$ cat config.mk
export PLATFORM = sky130hd
export DESIGN_NAME = serial_tx
export DESIGN_NICKNAME = d
export VERILOG_FILES = /design/src/rtl/serial_tx.sv
export SDC_FILE = /design/constraint.sdc
export NUM_CORES = 1
export LEC_CHECK = 0
export CORE_MARGIN = 5
export CORE_UTILIZATION = 25
export DETAILED_ROUTE_END_ITERATION = 6
export PLACE_DENSITY_LB_ADDON = 0.1
export SYNTH_ARGS = -nofsm -noshare
export SYNTH_HDL_FRONTEND = slang
export SYNTH_SLANG_ARGS = --single-unit
$ cat constraint.sdc
create_clock -name clk_in -period 2 [get_ports clk_in]
set_input_delay 0.5 -clock clk_in [delete_from_list [all_inputs] [get_ports clk_in]]
set_output_delay 0.5 -clock clk_in [all_outputs]
set_load 0.01 [all_outputs]
$ cat src/rtl/serial_tx.sv
// 8N1 serialiser: one 8-bit word per trigger, LSB first, line idles high.
// Every output comes straight from a flop, so inputs never reach the pins combinationally.
module serial_tx #(
  parameter int DIVISOR = 868
) (
  input  logic       clk_in,
  input  logic       rst_in,
  input  logic       trigger,
  input  logic [7:0] data_in,
  output logic       data_out,
  output logic       busy,
  output logic       done
);

  localparam int CW = $clog2(DIVISOR);
  localparam logic [CW-1:0] CNT_MAX = CW'(DIVISOR - 1);

  typedef enum logic [1:0] {IDLE, START, DATA, STOP} state_t;

  state_t        state_q, state_d;
  logic [CW-1:0] cnt_q, cnt_d;
  logic [2:0]    idx_q, idx_d;
  logic [7:0]    shift_q, shift_d;
  logic          tx_q, tx_d;
  logic          busy_q, busy_d;
  logic          done_q, done_d;

  always_comb begin
    state_d = state_q;
    cnt_d   = cnt_q;
    idx_d   = idx_q;
    shift_d = shift_q;
    tx_d    = tx_q;
    busy_d  = busy_q;
    done_d  = 1'b0;
    case (state_q)
      IDLE: begin
        if (trigger) begin
          shift_d = data_in;
          tx_d    = 1'b0;
          busy_d  = 1'b1;
          cnt_d   = '0;
          state_d = START;
        end
      end
      START: begin
        if (cnt_q == CNT_MAX) begin
          cnt_d   = '0;
          tx_d    = shift_q[0];
          idx_d   = 3'd0;
          state_d = DATA;
        end else begin
          cnt_d = cnt_q + CW'(1);
        end
      end
      DATA: begin
        if (cnt_q == CNT_MAX) begin
          cnt_d = '0;
          if (idx_q != 3'd7) begin
            // Next bit is shift_q[1] because the shift lands in the same edge.
            shift_d = {1'b0, shift_q[7:1]};
            idx_d   = idx_q + 3'd1;
            tx_d    = shift_q[1];
          end else begin
            tx_d    = 1'b1;
            state_d = STOP;
          end
        end else begin
          cnt_d = cnt_q + CW'(1);
        end
      end
      STOP: begin
        if (cnt_q == CNT_MAX) begin
          cnt_d   = '0;
          busy_d  = 1'b0;
          done_d  = 1'b1;
          state_d = IDLE;
        end else begin
          cnt_d = cnt_q + CW'(1);
        end
      end
      default: state_d = IDLE;
    endcase
  end

  always_ff @(posedge clk_in) begin
    if (rst_in) begin
      state_q <= IDLE;
      cnt_q   <= '0;
      idx_q   <= 3'd0;
      shift_q <= 8'd0;
      tx_q    <= 1'b1;
      busy_q  <= 1'b0;
      done_q  <= 1'b0;
    end else begin
      state_q <= state_d;
      cnt_q   <= cnt_d;
      idx_q   <= idx_d;
      shift_q <= shift_d;
      tx_q    <= tx_d;
      busy_q  <= busy_d;
      done_q  <= done_d;
    end
  end

  assign data_out = tx_q;
  assign busy     = busy_q;
  assign done     = done_q;

endmodule
==> reports/qor.yml <==
fillers: 639
ioPinCount: 14
die_h_um: 88.7
synth_fp_nets: 209
pre_cts_slack_ns: 0.115
finalCritPeriodShare_pct: 89.8
num_vias: 1427
final_common_cell: "dfxtp_1"
postLayoutSetupSlackWorst_ns: 0.204
crit_fanout: 7
start_util_pct: 26.0
crit_required_ns: 2.20
maxSlewHeadroom_pct: 65.4
vdd_drop_max_mv: 0.550
synth_top_family_by_area: "simple AND/OR/NAND/NOR gates"
syn_avg_cell_area_um2: 8.11
postCtsHoldBufs: 0
power_density_nw_per_um2: 1100
yosys.area_share.adder_pct: 5.65
synth-seq-cells: 26
gp_congestion: 0.815
cp-start-kind: "flip-flop"
synthToLayoutAreaGrowth_pct: 20.1
drive_gt1_share_pct: 12.9
layout_common_cells: "dfxtp_1, nor2_1, o21ai_0, inv_1"
ys_types: 42
yosysWarnings: 0
die-area_um2: 7870
multi_input_area_um2: 940
seqCellArea_um2: 520
slew_violations: 0
seq_area_frac_synth_pct: 33.6
worst_pin_slew_ns: 0.519
cts_made_buffers: 3
syn_inst: 191
cts_tree: "yes"
cts-root-buf: "clkbuf_8"
ant_nets: 0
grt_pass1_vias: 1449
wl_per_cell_um: 13.7
synth-simple-area-share_pct: 27.6
setup_viol: 0
arrival_ns: 2.00
h-tree-depth: 1
rsz0062_at_grt: "no"
cp-end-kind: "flip-flop"
syn-cell-area_um2: 1550
grt_pass1_wl_um: 6900
synth_xor_area_share_pct: 0
vias_per_cell: 5.01
first_pass_iters: 4
fin_skew_ns: 0.00111
drtIter0Drc: 94
hold_viol: 0
drc_errors: 0
coreArea_um2: 5960
p_leak_nw: 0.729
rows: 28
status: "complete, no violations"
cap_violations: 0
path_class: "reg2reg"
fin_nets: 230
finalSetupTns_ns: 0
num_antenna_cells: 0
clock-sinks: 26
clk_pin_slew_ns: 0.09
dp_hpwl_um: 2950
wirelength_um: 3900
grt_max_degree: 21
fmax_mhz: 557
grt_overflow_total: 0
hold_path_class: "reg2reg"
post_cts_buffers: 0
insertion_delay_ns: 0.27
synth_compound_area_share_pct: 24.6
grt_use_total_pct: 11.1
die_w_um: 88.7
synthMuxAreaShare_pct: 2.58
antenna_found_initial: 0
whs_ns: 0.495
fin_crit_ns: 1.80
portBuffers: 13
cts_buffer_depth: 2
cell usage after synthesis, drive strengths merged:
cell type / n / area, µm²
dfxtp: 26 / 521
nor2: 19 / 71.3
o21ai: 19 / 95.1
inv: 14 / 52.6
nand2: 14 / 55.1
a21oi: 13 / 65.1
a31oi: 11 / 68.8
nor3: 10 / 50.1
a211oi: 8 / 65.1
ha: 7 / 87.6
clkbuf: 6 / 22.5
nand3b: 5 / 37.5
and2: 4 / 26.3
mux2i: 4 / 40.0
nand3: 4 / 37.5
nor2b: 3 / 18.8
or2: 3 / 18.8
or3: 3 / 23.8
a21o: 2 / 15.0
and3: 2 / 12.5
buf: 2 / 16.3
nand4: 2 / 27.5
nor3b: 2 / 26.3
o211ai: 2 / 20.0
a22o: 1 / 8.76
a22oi: 1 / 7.51
a311oi: 1 / 26.3
a41o: 1 / 10.0
and4bb: 1 / 16.3
nand2b: 1 / 6.26
per-layer routing:
layer / vias up / track usage (%) / wire, µm
li1: 719 / - / -
met4: 0 / 2.61 / 48
met5: - / 0 / 0
met1: 683 / 14.9 / 1900
met2: 21 / 17.7 / 1810
met3: 4 / 2.70 / 141
timing repair:
action	CTS	global route
gates resized for setup	0	1
hold endpoints to repair	0	0
endpoints found under the setup margin	0	5
registers in the layout (all words and copies together) (netlist names):
name / flops
done: 1
shift_q: 8
data_out: 1
cnt_q: 10
idx_q: 3
busy: 1
state_q: 2
power by group:
group	internal (mW)	leakage, nW	switching [mW]
Clock	0.135	0.0216	0.167
Sequential	0.644	0.213	0.102
Combinational	0.449	0.494	0.547
critical path, cell delays in order, from the launching register on:
cell and delay (ns):
dfxtp_1 0.41, ha_1 0.28, and4bb_4 0.37, nand3_4 0.14
a211oi_2 0.32, mux2i_1 0.22
worst paths after layout:
path,endpoint,slack (ns),depth (start not counted),start
max,state_q[1],0.20,5,cnt_q[1]
min,idx_q[1],0.49,2,idx_q[1]
max reg2reg,state_q[1],0.20,5,cnt_q[1]
min reg2reg,idx_q[1],0.49,2,idx_q[1]
cells by family after synthesis:
group                    count (synthesis)
AND/OR/NAND/NOR                         73
AO/OA/AOI/OAI                           59
flip-flops                              26
buffers and inverters                   22
adder cells (fa/ha/maj)                  7
multiplexers                             4
through the flow:
| stage | std cells | cell area [µm²] | util (%) | power (mW) |
|---|---|---|---|---|
| floorplan | 191 | 1550 | - | 1.37 |
| global route | 285 | 1860 | 31.2 | 2.22 |
| CTS | 285 | 1860 | 31.2 | 2.06 |
| global placement | 282 | 1820 | 30.5 | 1.74 |
| finish | 285 | 1860 | 31.2 | 2.04 |
| detailed placement | 282 | 1820 | 30.5 | 1.74 |
final cells by class:
class	count	share of cell area [%]
timing repair buffer	24	11.4
inverter	14	2.82
tap	75	5.04
sequential	26	28.0
multi-input combinational	143	50.5
clock buffer	3	2.22
No activity file was read; power rests on OpenSTA's default activity.
